--- config.mk ---
export PLATFORM = sky130hd
export DESIGN_NAME = instruction_fetch_unit
export DESIGN_NICKNAME = d
export VERILOG_FILES = /design/src/rtl/mips_ifu_pkg.sv /design/src/rtl/fetch_buffer.sv /design/src/rtl/instruction_fetch_unit.sv
export SDC_FILE = /design/constraint.sdc
export NUM_CORES = 1
export LEC_CHECK = 0
export ABC_AREA = 0
export ABC_CLOCK_PERIOD_IN_PS = 11500
export BUFFER_PORTS_ARGS = -buffer_cell sky130_fd_sc_hd__buf_2
export CORE_MARGIN = 2
export CORE_UTILIZATION = 55
export DETAILED_ROUTE_END_ITERATION = 16
export PLACE_DENSITY = 0.79
export SETUP_SLACK_MARGIN = 0.3
export SLEW_MARGIN = 15
export SYNTH_ARGS = -nofsm -noshare
export SYNTH_HDL_FRONTEND = slang
export SYNTH_SLANG_ARGS = --single-unit
--- constraint.sdc ---
create_clock -name clk -period 11.5 [get_ports clk]
set_input_delay 2.3 -clock clk [delete_from_list [all_inputs] [get_ports clk]]
set_output_delay 2.3 -clock clk [all_outputs]
set_load 0.01 [all_outputs]
--- src/rtl/mips_ifu_pkg.sv ---
// Shared types and constants for the MIPS instruction fetch unit.
package mips_ifu_pkg;

  localparam logic [31:0] RESET_PC_DEFAULT = 32'h0040_0000;

  // Fetch sequencer: nothing outstanding, live request outstanding, wrong-path request outstanding
  typedef enum logic [1:0] {
    ST_IDLE = 2'd0,
    ST_WAIT = 2'd1,
    ST_DROP = 2'd2
  } fetch_state_e;

  // One prefetched instruction together with the sequential successor address
  typedef struct packed {
    logic [31:0] pc_plus4;
    logic [31:0] instr;
  } fetch_entry_t;

  // Clears the byte offset so a redirect target is always a word address
  function automatic logic [31:0] align_word(input logic [31:0] addr);
    return addr & 32'hFFFF_FFFC;
  endfunction

endpackage

--- src/rtl/fetch_buffer.sv ---
// Prefetch FIFO for the fetch unit. Flush wins over push/pop, a push into a
// full buffer is accepted only when a pop frees the head in the same cycle.
// The head entry reads as all-zero while the buffer is empty.
module fetch_buffer
  import mips_ifu_pkg::*;
#(
  parameter int DEPTH = 2,
  localparam int PW = $clog2(DEPTH),
  localparam int CW = PW + 1
) (
  input  logic               clk,
  input  logic               reset,
  input  logic               push_i,
  input  fetch_entry_t       entry_i,
  input  logic               pop_i,
  input  logic               flush_i,
  output logic [CW-1:0]      count_o,
  output logic               head_valid_o,
  output fetch_entry_t       head_o
);

  localparam logic [CW-1:0] DEPTH_C = CW'(DEPTH);

  fetch_entry_t  mem_q [DEPTH];
  fetch_entry_t  mem_d [DEPTH];
  logic [PW-1:0] wr_ptr_q, wr_ptr_d;
  logic [PW-1:0] rd_ptr_q, rd_ptr_d;
  logic [CW-1:0] count_q, count_d;
  logic          do_push_s;
  logic          do_pop_s;

  // Next-state for storage, pointers and occupancy
  always_comb begin
    mem_d     = mem_q;
    wr_ptr_d  = wr_ptr_q;
    rd_ptr_d  = rd_ptr_q;
    count_d   = count_q;
    do_pop_s  = pop_i && (count_q != {CW{1'b0}});
    do_push_s = push_i && ((count_q < DEPTH_C) || do_pop_s);
    if (flush_i) begin
      wr_ptr_d = {PW{1'b0}};
      rd_ptr_d = {PW{1'b0}};
      count_d  = {CW{1'b0}};
    end else begin
      if (do_push_s) begin
        mem_d[wr_ptr_q] = entry_i;
        wr_ptr_d        = wr_ptr_q + {{(PW-1){1'b0}}, 1'b1};
      end else begin
        wr_ptr_d = wr_ptr_q;
      end
      if (do_pop_s) begin
        rd_ptr_d = rd_ptr_q + {{(PW-1){1'b0}}, 1'b1};
      end else begin
        rd_ptr_d = rd_ptr_q;
      end
      count_d = count_q + {{(CW-1){1'b0}}, do_push_s} - {{(CW-1){1'b0}}, do_pop_s};
    end
  end

  // Storage and pointer registers
  always_ff @(posedge clk) begin
    if (reset) begin
      mem_q    <= '{default: '0};
      wr_ptr_q <= {PW{1'b0}};
      rd_ptr_q <= {PW{1'b0}};
      count_q  <= {CW{1'b0}};
    end else begin
      mem_q    <= mem_d;
      wr_ptr_q <= wr_ptr_d;
      rd_ptr_q <= rd_ptr_d;
      count_q  <= count_d;
    end
  end

  // Head mux straight from storage; zero (NOP) when empty
  always_comb begin
    head_valid_o = (count_q != {CW{1'b0}});
    if (head_valid_o) begin
      head_o = mem_q[rd_ptr_q];
    end else begin
      head_o = '0;
    end
  end

  assign count_o = count_q;

endmodule

--- src/rtl/instruction_fetch_unit.sv ---
// MIPS instruction fetch stage: program counter, single-outstanding fetch
// sequencer and prefetch buffer feeding the IF/ID register.
// Optional feature macro: IFU_ALIGN_CHECK_EN (misaligned redirect halts fetch
// and raises a sticky misalign_o flag).
module instruction_fetch_unit
  import mips_ifu_pkg::*;
#(
  parameter logic [31:0] RESET_PC   = RESET_PC_DEFAULT,
  parameter int          FIFO_DEPTH = 2
) (
  input  logic        clk,
  input  logic        reset,
  input  logic        stall_i,
  input  logic        redirect_i,
  input  logic [31:0] redirect_pc_i,
  output logic        imem_req_o,
  output logic [31:0] imem_addr_o,
  input  logic        imem_rvalid_i,
  input  logic [31:0] imem_rdata_i,
  output logic        valid_o,
  output logic [31:0] pc_o,
  output logic [31:0] instr_o,
  output logic        misalign_o
);

  localparam int CW = $clog2(FIFO_DEPTH) + 1;
  localparam logic [CW:0] DEPTH_C = (CW+1)'(FIFO_DEPTH);

  fetch_state_e  state_q, state_d;
  logic [31:0]   pc_q, pc_d;
  logic          halted_s;
  logic [31:0]   target_s;
  logic          push_s;
  logic          pop_s;
  logic          space_s;
  logic          req_s;
  logic [CW:0]   next_count_s;
  logic [CW-1:0] fb_count_s;
  logic          fb_valid_s;
  fetch_entry_t  fb_head_s;
  fetch_entry_t  fb_entry_s;

`ifdef IFU_ALIGN_CHECK_EN
  logic misalign_q, misalign_d;
  logic misalign_hit_s;

  assign misalign_hit_s = redirect_i && (redirect_pc_i[1:0] != 2'b00);
  assign halted_s       = misalign_q;
  assign target_s       = redirect_pc_i;
  assign misalign_o     = misalign_q;

  // Sticky misalignment flag; only reset clears it
  always_comb begin
    if (misalign_hit_s) begin
      misalign_d = 1'b1;
    end else begin
      misalign_d = misalign_q;
    end
  end

  // Misalignment flag register
  always_ff @(posedge clk) begin
    if (reset) begin
      misalign_q <= 1'b0;
    end else begin
      misalign_q <= misalign_d;
    end
  end
`else
  assign halted_s   = 1'b0;
  assign target_s   = align_word(redirect_pc_i);
  assign misalign_o = 1'b0;
`endif

  // Buffer-side handshake and request decision; pc_q equals the outstanding
  // fetch address + 4 while in WAIT, so it is the pc_plus4 of the response
  always_comb begin
    push_s       = (state_q == ST_WAIT) && imem_rvalid_i && !redirect_i;
    pop_s        = fb_valid_s && !stall_i && !redirect_i;
    next_count_s = {1'b0, fb_count_s} + {{CW{1'b0}}, push_s} - {{CW{1'b0}}, pop_s};
    space_s      = (next_count_s < DEPTH_C);
    req_s        = !reset && !redirect_i && !halted_s && space_s &&
                   ((state_q == ST_IDLE) || imem_rvalid_i);
    fb_entry_s.pc_plus4 = pc_q;
    fb_entry_s.instr    = imem_rdata_i;
  end

  // Fetch sequencer next state and fetch PC
  always_comb begin
    state_d = state_q;
    case (state_q)
      ST_IDLE: begin
        if (req_s) begin
          state_d = ST_WAIT;
        end else begin
          state_d = ST_IDLE;
        end
      end
      ST_WAIT: begin
        if (redirect_i) begin
          state_d = imem_rvalid_i ? ST_IDLE : ST_DROP;
        end else if (imem_rvalid_i) begin
          state_d = req_s ? ST_WAIT : ST_IDLE;
        end else begin
          state_d = ST_WAIT;
        end
      end
      ST_DROP: begin
        if (imem_rvalid_i) begin
          state_d = req_s ? ST_WAIT : ST_IDLE;
        end else begin
          state_d = ST_DROP;
        end
      end
      default: begin
        state_d = ST_IDLE;
      end
    endcase

    if (redirect_i) begin
      pc_d = target_s;
    end else if (req_s) begin
      pc_d = pc_q + 32'd4;
    end else begin
      pc_d = pc_q;
    end
  end

  // Sequencer and PC registers
  always_ff @(posedge clk) begin
    if (reset) begin
      state_q <= ST_IDLE;
      pc_q    <= RESET_PC;
    end else begin
      state_q <= state_d;
      pc_q    <= pc_d;
    end
  end

  fetch_buffer #(
    .DEPTH (FIFO_DEPTH)
  ) u_fetch_buffer (
    .clk          (clk),
    .reset        (reset),
    .push_i       (push_s),
    .entry_i      (fb_entry_s),
    .pop_i        (pop_s),
    .flush_i      (redirect_i),
    .count_o      (fb_count_s),
    .head_valid_o (fb_valid_s),
    .head_o       (fb_head_s)
  );

  assign imem_req_o  = req_s;
  assign imem_addr_o = pc_q;
  assign valid_o     = fb_valid_s;
  assign pc_o        = fb_head_s.pc_plus4;
  assign instr_o     = fb_head_s.instr;

endmodule

# Word level (Yosys, flattened, before mapping)
# Cells that the tools add are included.
# classes
n_addsub	7
n_lt_le_gt_ge	5
n_eq_ne	2
mux	15
n_bitwise	3
reduce_logical	20
# op_table
op	count
$mux 64	5
$bwmux 128	1
$demux 64 s1	1
$mux 32	2
$add 32x3->32 const B	1
$logic_and 1x1->1	10
$mux 2	3
$pmux 2 s3	1
$ge 2x2->1 const B	2
$not 1->2	2
$reduce_bool 2->1	2
$add 2x1->3	1
$logic_not 1->1	3
$lt 3x2->1 const B	1
$sub 3x1->3	1
$add 1x1->1 const B	2
$add 2x1->2	1
$eq 2x1->1 const B	1
$eq 2x2->1 const B	1
$logic_not 2->1	1
$logic_or 1x1->1	2
$lt 2x1->1 const B	1
$lt 2x2->1 const B	1
$mux 1	2
4 further kinds	4
# word_totals
register_bits	166
in_bits	69
output_inout_bits	99
wordCells	62

# Logic depth before layout (Yosys ltp)
# Gate-level depths: netlist of run 1.
# depth
ltp_word	12
ltp_mapped	13

# By module
# Synthesis of run 1 repeated with hierarchy kept, for this count alone.
# hier_totals
hier_cells	894
hier_area_um2	8453.1
# by_module_without_submodules
module	instances	cells_each	area_per_inst_um2	seq_area_each_um2
fetch_buffer	1	655	6505.0	2642.5
instruction_fetch_unit	1	239	1948.1	640.6

# Worst setup path after synthesis of run 1
# OpenSTA, ideal clock, no wires.
# synth_path
path_type	input to output
startpoint	input redirect_i
endpoint	output imem_req_o
arrival_time_ns	4.602
slack_ns	4.598
path_stages	10
cell_sequence	clkbuf_1 clkbuf_1 nor3_1 ha_1 nand2b_1 fa_1 xor2_1 nand4b_2 inv_2 buf_2
# synth_between
elab_chain_len	7
# synth_rtl
item	line	source
start, declared	instruction_fetch_unit.sv:14	input logic redirect_i,
$logic_not 1->1 *	instruction_fetch_unit.sv:78, instruction_fetch_unit.sv:79, instruction_fetch_unit.sv:82	
$logic_and 1x1->1	instruction_fetch_unit.sv:78	push_s = (state_q == ST_WAIT) && imem_rvalid_i && !redirect_i;
$add 2x1->3	instruction_fetch_unit.sv:80	next_count_s = {1'b0, fb_count_s} + {{CW{1'b0}}, push_s} - {{CW{1'b0}}, pop_s};
$sub 3x1->3	instruction_fetch_unit.sv:80	
$lt 3x2->1	instruction_fetch_unit.sv:81	space_s = (next_count_s < DEPTH_C);
$logic_and 1x1->1 * (2 in series)	instruction_fetch_unit.sv:82	req_s = !reset && !redirect_i && !halted_s && space_s &&
end, declared	instruction_fetch_unit.sv:16	output logic imem_req_o,
# Mark *: on every way between the ends. The rest lies on a longest branch, timed or not.

# Worst setup path in the final report of run 1
# Ends and elaborated chain as after synthesis.

==> results.md, run 1 <==
* Status: completed
* Initial antenna violation count at 1
* Int Power at 0.000940 W
* Port bufs at 160
* CTS tree: done
* Final period util at 0.670
* Gate power share at 0.059
* Cell Pwr Density at 140 mW/mm2
* Min cycle time layout at 7.70 ns
* Max-cap violations at 0
* Crit. End Element: output port
* Pre-CTS setup slack at ~3.8 ns
* Std-Cell Rows at 42
* Cells after Synth at 959
* Fillers at 1,110
* P_sw at 0.000283 W
* Worst Clk Skew at 0.0115 ns
* DPL Wire Length at 11,500 um
* Via count at 6,849
* Final hold violations at 0
* Diodes inserted at 0
* Syn_area_per_cell at 7.69 um2
* All-Layer GR Usage at 0.263
* PnR worst setup slack at 3.80 ns
* Peak VDD IR at 87.8 uV
* Die area at ~0.014 mm2
* YS warnings at 0
* Post-Synthesis Cell Area at 0.00738 mm2
* Area delta synth->final at 18.8%
* Synthesized flop and latch total at 160
* DRC errors left at 0
* Die width at 120 um
* DR vias/cell at 5.44
* Post-CTS Hold Fix Bufs at 0
* Iter 0 DRT Violations at ~560
* Share of power burned in registers at 0.475
* Core Footprint at 0.0132 mm2
* Leakage at between 3 and 4 nW
* Max-Slew Margin vs Limit at 0.258
* Nets at 1,144
* Number of global-route vias before repair at 6,235
* Grt ovf at 0
* Die Ht at 120 um
* Top_reg_cell synth: dfxtp_1
* Initial Util at 0.559
* First-pass GRT wire length at roughly 30,000 um
* Clock sinks at 160
* Critical path startpoint: redirect_i
* Max Root-Sink Buffers at 2
* Clock power share at 0.466
* Worst r2r src: u_fetch_buffer.count_o[1]
* Crit path max fanout at 52
* Final Wtd Congestion at between 0.8 and 0.9
* Cts repair resizes at 0
* IO Count at 168
* DRT antenna net count at 0
* Clock slew at reported path FFs at 0.06 ns
* Drt pass-1 iters at 5
* Synth async-reset ratio at 0
* Peak Freq at 130 MHz
* Largest net degree at the start of global routing at 110
* Worst hold path class: reg -> reg
* Final setup viols at 0
* Post-Route Setup TNS at 0 ns
* Distinct cell type count after synthesis at 60
* Post-CTS Setup Bufs at 0
* Hold Startpoint: u_fetch_buffer.mem_q[106]
* Switching part of the total at 0.231
* Total power at 0.00122 W
* Clk_lat worst skew at 0.43 ns
* Layout cells sized above 1 at 0.199
* Worst setup SP type: input pin
* CTS root buf: clkbuf_16
* Worst Max-Slew Pin Slew at roughly 1.1 ns
* Crit path DAT at 5.40 ns
* RSZ-0062 raised after global routing: false
* DR WL/cell at 14.9 um
* Final wirelength at 18,800 um
* Sequential fraction of the synthesis area at 0.434
* Critical Path RT at roughly 9.2 ns
* Pins Over Slew Limit at 0
* EDFF count, synth at 0
* CP Class: in -> out
* H-tree Lvls at 4
* Num CTS Buffers at 17
-- final cells by class --
type | instances | area [um2] | share of cell area
Sequential cell | 160 | 3210 | 0.366
Timing Repair Buffer | 168 | 863 | 0.0985
Tap cell | 176 | 220 | 0.0251
Clock buffer | 23 | 498 | 0.0568
Clock inverter | 9 | 103 | 0.0117
Inverter | 17 | 63.8 | 0.00728
Multi-Input combinational cell | 706 | 3810 | 0.435
-- layout by cell type (no fill, tap or decap), types with 5 or more instances in the layout --
| cell type | instances |
|---|---|
| and2_1 | 5 |
| dfxtp_1 | 159 |
| clkinv_2 | 5 |
| buf_2 | 159 |
| conb_1 | 5 |
| o22ai_1 | 7 |
| nor3_1 | 9 |
| xnor2_1 | 16 |
| nand2_1 | 274 |
| mux2i_1 | 62 |
| clkbuf_8 | 5 |
| nor2_1 | 78 |
| clkbuf_16 | 17 |
| nand4_1 | 9 |
| nand3_1 | 8 |
| a21oi_1 | 143 |
| a31oi_1 | 9 |
| inv_1 | 16 |
| buf_4 | 9 |
-- cell families after synthesis --
group,count (synthesis),share of synthesized area
adders and majority gates,5,0.00950
muxes,64,0.0872
and+or+nand+nor,424,0.250
AOI/OAI and AO/OA,188,0.141
xor gates and xnor gates,20,0.0237
other,1,0.000508
buffers and inverters,97,0.0539
DFF,160,0.434
-- Yosys cell counts, types with 5 or more instances --
library cell,n,area share
dfxtp_1,160,0.43
o22ai_1,7,0.0059
xnor2_1,16,0.019
nand4_1,9,0.0076
and3_1,5,0.0042
nor2_1,80,0.041
buf_4,5,0.0051
a21oi_1,143,0.097
nor3_1,9,0.0061
buf_2,6,0.0041
mux2i_1,62,0.084
a31oi_1,9,0.0076
clkbuf_1,62,0.032
nand3_1,8,0.0054
buf_1,6,0.0031
nand2_1,275,0.14
inv_1,16,0.0081
and2_1,5,0.0042
-- routing by layer --
metal	global-route usage	part of all wire
met1	0.342	0.45
met2	0.427	0.47
met3	0.0604	0.060
met4	0.0971	0.018
met5	0	0.00085
-- worst max-delay path, cell delays in order --
cell and delay (ns):
buf_2 0.07, buf_4 0.41, nor3_1 0.10, ha_1 0.28, nand2b_1 0.15, fa_1 0.39, xor2_1 0.21, nand4b_2 0.75
inv_2 0.48, buf_2 0.21
-- through the flow --
stage                     utilization  hold slack [ns]  area (um2)  instances
final                           0.665            0.452        8770       1259
after CTS                       0.665            0.455        8770       1259
after global placement          0.619            0.441        8170       1227
after global routing            0.665            0.470        8770       1259
after detailed placement        0.619            0.446        8170       1227
after floorplan                     -            0.436        7390        963
-- registers in the layout, indices dropped and copies added (netlist names) --
name                     count
imem_addr_o                 30
u_fetch_buffer.count_o       2
state_q                      2
u_fetch_buffer.wr_ptr_q      1
u_fetch_buffer.rd_ptr_q      1
u_fetch_buffer.mem_q       124
-- final timing paths --
path                                     to  slack (ns)  cells after the start
setup / recovery                 imem_req_o        3.80                     10
hold reg to reg   u_fetch_buffer.mem_q[106]        0.45                      2
hold / removal    u_fetch_buffer.mem_q[106]        0.45                      2
setup reg to reg            imem_addr_o[16]        7.70                     11
-- power by group through the flow --
stage | Sequential, W | Clock [W] | Combinational, W
global placement | 0.000593 | 0 | 0.0000705
global route | 0.000583 | 0.000602 | 0.0000793
floorplan | 0.000590 | 0 | 0.0000430
CTS | 0.000581 | 0.000576 | 0.0000717
detailed placement | 0.000593 | 0 | 0.0000711
finish | 0.000581 | 0.000570 | 0.0000719
No activity file was read; power rests on OpenSTA's default activity.
==> run 2, diff against run 1 <==
- ABC_AREA: 0 -> 1
- ABC_CLOCK_PERIOD_IN_PS: 11500 -> 7900
- clock period: 11.5 -> 7.9 ns (I/O delays scaled with it)
==> run 2 against run 1 <==
Compared with the run above:
- routed wire length is 13% higher
- synthesized cell count is 17% higher
- core utilization is 2.0 points lower
- first-iteration DRC count is 47% higher
- critical path depth is 3 higher
- via count is 13% higher
==> results.md, run 2 <==
* YS warnings at 0
* Syn_area_per_cell at 6.95 um2
* DR WL/cell at ~15 um
* Worst setup SP type: input pin
* Std-Cell Rows at 43
* Peak Freq at 166 MHz
* Crit path max fanout at 26
* Nets at 1,298
* Commonest non-fill, non-tap cell in the layout: a21oi_1
* Post-CTS Setup Bufs at 0
* CP Class: in -> out
* DPL Wire Length at 13,000 um
* Worst Hold Endpoint: u_fetch_buffer.mem_q[63]
* Critical path's most frequent cell: inv_1
* DRC errors left at 0
* Core Footprint at 0.0138 mm2
* Number of global-route vias before repair at 6,868
* Leakage at approximately 3.7 nW
* Iter 0 DRT Violations at 824
* Status: completed
* Final setup viols at 0
* H-tree Lvls at 4
* Clock slew at reported path FFs at 0.06 ns
* Reg-to-Reg End: imem_addr_o[8]
* Die area at 0.0151 mm2
* Port bufs at 160
* Worst Clk Skew at between 0.006 and 0.007 ns
* Clock sinks at 160
* Worst hold path class: reg -> reg
* CTS root buf: clkbuf_16
* Num CTS Buffers at 17
* Most common cell in the netlist: a21oi_1
* Final hold violations at 0
* Max-Slew Margin vs Limit at 0.308
* Synth async-reset ratio at 0
* Pins Over Slew Limit at 0
* Distinct cell type count after synthesis at 35
* Max reg flops at 124
* Top_reg_cell synth: dfxtp_1
* Final non-filler cell total at about 1,400
* DRT antenna net count at 0
* Post-Route Setup TNS at 0 ns
* Initial Util at 0.562
* Peak VDD IR at 158 uV
* CP bufs+invs at 7
* Cell Pwr Density at approximately 200 mW/mm2
* Most frequent cells in the layout: a21oi_1 (206), nand2_1 (193), buf_2 (160)
* Die width at 123 um
* RSZ-0062 raised after global routing: false
* Die Ht at 123 um
* Max-cap violations at 0
* Cells after Synth at 1,118
* DR vias/cell at 5.46
* Post-CTS Hold Fix Bufs at 0
* Critical-path cell list: buf_2 > inv_2 > nand2_2 > inv_1 > ha_1 > inv_1 > nand2_1 > fa_1 > inv_1 > nor2_1 > nand3_2 > inv_2 > buf_2
* Final period util at 0.761
* Worst Max-Slew Pin Slew at roughly 1.0 ns
* First-pass GRT wire length at 33,500 um
* Post-Synthesis Cell Area at 0.00777 mm2
* Synthesized flop and latch total at 160
* IO Count at 168
* WHS Path Cells at 2
* Max Root-Sink Buffers at 2
* Clk_lat worst skew at 0.42 ns
* R2r worst-path depth at 17
* Final Wtd Congestion at 0.965
* Area delta synth->final at 14.8%
* Slowest CP cell: fa_1
* Area contributors post-synth: dfxtp_1 (41%), a21oi_1 (13%), nand2_1 (9.3%), o21ai_0 (9.2%), nand3_1 (5.7%)
* Synth top area share at 0.412
* Final wirelength at 21,300 um
* Min cycle time layout at 6.01 ns
* Sequential fraction of the synthesis area at 0.412
* Hold Startpoint: u_fetch_buffer.mem_q[63]
* Biggest register: u_fetch_buffer.mem_q
* Crit path DAT at 4.43 ns
* Synth top cells by count: a21oi_1 (206), nand2_1 (193), dfxtp_1 (160), o21ai_0 (143), inv_1 (114)
* All-Layer GR Usage at 0.279
* Worst r2r src: u_fetch_buffer.count_o[1]
* Largest net degree at the start of global routing at 115
* Layout cells sized above 1 at 0.176
* Critical path's top delay family: buffers and inverters
* Initial antenna violation count at 1
* Cts repair resizes at 0
* Max incr delay on CP at ~0.49 ns
* Via count at 7,747
* R2R Setup Slk at 4.84 ns
* Drt pass-1 iters at 5
* Crit. End Element: output port
* # placed instances at 1,385
* Critical Path RT at between 6 and 7 ns
* Post-synth top area cell: dfxtp_1
* Grt ovf at 0
* EDFF count, synth at 0
* CTS tree: done
[run 2: worst max path at each step]
stage	from	endpoint	slack (ns)	cells past startpoint
finish	redirect_i	imem_req_o	1.89	13
detailed placement	redirect_i	imem_req_o	1.96	13
floorplan	redirect_i	imem_req_o	2.91	14
global route	redirect_i	imem_req_o	1.71	13
global placement	redirect_i	imem_req_o	1.96	13
CTS	redirect_i	imem_req_o	1.94	13
[run 2: cell families after synthesis]
| family | after synthesis | synth area share |
|---|---|---|
| other | 1 | 0.000483 |
| AO/OA/AOI/OAI | 361 | 0.235 |
| XOR/XNOR | 12 | 0.0135 |
| flip-flops | 160 | 0.412 |
| AND/OR/NAND/NOR | 374 | 0.204 |
| buffers and inverters | 205 | 0.126 |
| adder cells (fa/ha/maj) | 5 | 0.00902 |
[run 2: power by group]
part / switching (W) / internal, W / leakage [nW]
logic: 0.0000755 / 0.0000418 / 2.08
registers: 0.0000277 / 0.000821 / 1.30
clock network: 0.000323 / 0.000466 / 0.283
total: 0.000426 / 0.00133 / 3.66
[run 2: cell type report]
type,count,area [um2]
Tap cell,180,225
Sequential cell,160,3210
Multi-Input combinational cell,757,3600
Clock buffer,23,488
Timing Repair Buffer,168,861
Fill cell,1284,4910
Inverter,120,450
Clock inverter,9,80.1
Antenna cell,1,2.50
[run 2: routing by layer]
metal / global-route usage / vias up / routed length [um]
li1: - / 3864 / -
met3: 0.0674 / 21 / 1850
met5: 0 / - / 0
met4: 0.0711 / 0 / 263
met2: 0.451 / 321 / 9920
met1: 0.374 / 3541 / 9240
[run 2: worst min-delay path, delay by kind of cell, from the launching register on]
| family | cells | cell delay, ns |
|---|---|---|
| flops | 1 | 0.29 |
| compound gates | 1 | 0.05 |
| buf+inv | 1 | 0.06 |
[run 2: through the flow]
stage | cell area (um2) | power, W | hold WS, ns | setup WS (ns) | utilization
6_report | 8920 | 0.00175 | 0.451 | 1.89 | 0.645
3_3_place_gp | 8350 | 0.000978 | 0.439 | 1.96 | 0.604
5_1_grt | 8920 | 0.00181 | 0.469 | 1.71 | 0.645
4_1_cts | 8920 | 0.00176 | 0.453 | 1.94 | 0.645
3_5_place_dp | 8350 | 0.000980 | 0.444 | 1.96 | 0.604
2_1_floorplan | 7780 | 0.000931 | 0.430 | 2.91 | -
==> run 3, diff against run 2 <==
- ABC_CLOCK_PERIOD_IN_PS: 7900 -> 5000
- CORE_UTILIZATION: 55 -> 50
- PLACE_DENSITY: 0.79 -> 0.75
- clock period: 7.9 -> 5 ns (I/O delays scaled with it)
==> run 3 against run 2 <==
Compared with the run above:
- register-to-register slack worse by 2.9 ns
- sequential cell count unchanged
- count of clock-buffer cells in the layout is 3 lower
- die area rose by 9.7%
- first-iteration DRC count shrank 32%
- design area increased by 0.63%
- sequential power is 58% higher
- core utilization down 5.5 points
- critical path type unchanged
- critical endpoint unchanged
- largest power group unchanged
==> results.md, run 3 (synthesis gave the netlist of run 2 again) <==
* P_sw at about 0.00070 W
* DR vias/cell at between 5 and 6
* Worst hold path class: reg -> reg
* CP bufs+invs at 7
* Max reg flops at 124
* Iter 0 DRT Violations at 563
* Clock sinks at 160
* Worst setup SP type: input pin
* Most frequent cells in the layout: a21oi_1 (206), nand2_1 (193), buf_2 (160)
* Commonest non-fill, non-tap cell in the layout: a21oi_1
* Port bufs at 160
* Num CTS Buffers at 17
* Pins Over Slew Limit at 0
* Diodes inserted at 0
* Cts repair resizes at 0
* RSZ-0062 raised after global routing: false
* Post-CTS Setup Bufs at 0
* Final instance area at around 0.0090 mm2
* # placed instances at 1,394
* All-Layer GR Usage at 0.253
* Layout cells sized above 1 at 0.179
* DR WL/cell at 14.7 um
* Final Wtd Congestion at 0.910
* Core Footprint at 0.0152 mm2
* Number of global-route vias before repair at about 6,600
* Clk_lat worst skew at ~0.43 ns
* Status: completed
* Critical path's top delay family: buffers and inverters
* Crit. End Element: output port
* First-pass GRT wire length at 33,700 um
* IO Count at 168
* Peak Freq at 256 MHz
* DPL Wire Length at about 13,000 um
* Final wirelength at 20,900 um
* Nets at between 1,000 and 1,500
* Gate power share at 0.065
* Final period util at 0.783
* Via count at 7,524
* Max incr delay on CP at 0.48 ns
* R2R Setup Slk at 1.98 ns
* Grt ovf at 0
* Critical-path cell list: buf_2 > inv_2 > nand2_2 > inv_1 > ha_1 > inv_1 > nand2_1 > fa_1 > inv_1 > nor2_1 > nand3_2 > inv_2 > buf_2
* Critical Path RT at about 4.0 ns
* Post-Route Setup TNS at 0 ns
* Peak VDD IR at 244 uV
* Crit path max fanout at 20
* Max-Slew Margin vs Limit at 0.348
* Worst Clk Skew at 0.00608 ns
* Std-Cell Rows at 45
* Slowest CP cell: fa_1
* DRC errors left at 0
* Area delta synth->final at 15.5%
* Largest net degree at the start of global routing at 125
* Clock power share at 0.463
* CTS tree: done
* Cell Pwr Density at 316 mW/mm2
* Share of power burned in registers at 0.472
* Final non-filler cell total at 1,426
* Int Power at 0.00214 W
* Crit path DAT at roughly 2.9 ns
* Die width at between 100 and 150 um
* Initial antenna violation count at 0
* Min cycle time layout at 3.91 ns
* DRT antenna net count at 0
* Initial Util at 0.511
* Clock slew at reported path FFs at 0.06 ns
* Drt pass-1 iters at 5
* Biggest register: u_fetch_buffer.mem_q
* CP Class: in -> out
* Post-CTS Hold Fix Bufs at 0
* Leakage at between 3 and 4 nW
* Critical path's most frequent cell: inv_1
* Max Root-Sink Buffers at 2
* CTS root buf: clkbuf_16
* H-tree Lvls at 4
* Die area at 0.0166 mm2
* Max-cap violations at 0
* Final hold violations at 0
* Area after DPL at 0.00837 mm2
* Switching part of the total at 0.245
* Die Ht at approximately 130 um
* Final setup viols at 0
* Worst Max-Slew Pin Slew at 0.978 ns
## run 3: cell types whose count changed in the layout (fill, tap and decap cells not counted), sizes merged
cell and change:
clkbuf -3, buf +1, inv +1, bufinv +1, diode -1, clkinvlp +1
## run 3: routing by layer
layer	GRT usage	up-vias	routed length [um]
li1	-	3869	-
met1	0.360	3412	9850
met2	0.395	218	9490
met3	0.0466	25	1310
met4	0.0742	0	279
met5	0	-	0
## run 3: through the flow
step / hold WS [ns] / setup slack, ns / power [W] / util
after floorplan: 0.430 / 1.17 / 0.00147 / -
after global placement: 0.439 / 1.09 / 0.00155 / 0.550
after detailed placement: 0.444 / 1.10 / 0.00155 / 0.550
after CTS: 0.454 / 1.09 / 0.00285 / 0.590
after global routing: 0.468 / 0.935 / 0.00294 / 0.590
final: 0.451 / 1.09 / 0.00283 / 0.590
## run 3: area by class of cell
type                       count  area [um2]
fill                        1487        6230
multi-input combinational    757        3610
sequential                   160        3210
timing repair buffer         169         868
clock buffer                  20         467
inverter                     120         450
tap                          188         235
clock inverter                12         134
## run 3: power groups by stage
stage	clock, W	sequential (W)	combinational (W)
2_1_floorplan	0	0.00136	0.000114
3_3_place_gp	0	0.00137	0.000181
3_5_place_dp	0	0.00137	0.000183
4_1_cts	0.00133	0.00134	0.000184
5_1_grt	0.00139	0.00134	0.000208
6_report	0.00131	0.00134	0.000184
## run 3: path summary, 6_finish.rpt
path                              from                  endpoint  cells after the start
max                         redirect_i                imem_req_o                     13
min           u_fetch_buffer.mem_q[57]  u_fetch_buffer.mem_q[57]                      2
max reg2reg  u_fetch_buffer.count_o[1]           imem_addr_o[11]                     18
min reg2reg   u_fetch_buffer.mem_q[57]  u_fetch_buffer.mem_q[57]                      2
## run 3: worst reg2reg max path: stages, from the launching register on
cell and delay, ns:
dfxtp_1 0.46, nor2_1 0.12, nor2_2 0.15, nand2_2 0.08
inv_1 0.07, ha_1 0.21, inv_1 0.05, nand2_1 0.06
fa_1 0.48, inv_1 0.04, nor2_1 0.12, nand3_2 0.12
buf_4 0.20, nand2_2 0.25, inv_2 0.18, nand2_1 0.09
nand2_1 0.05, a21oi_1 0.11, nor2_1 0.05
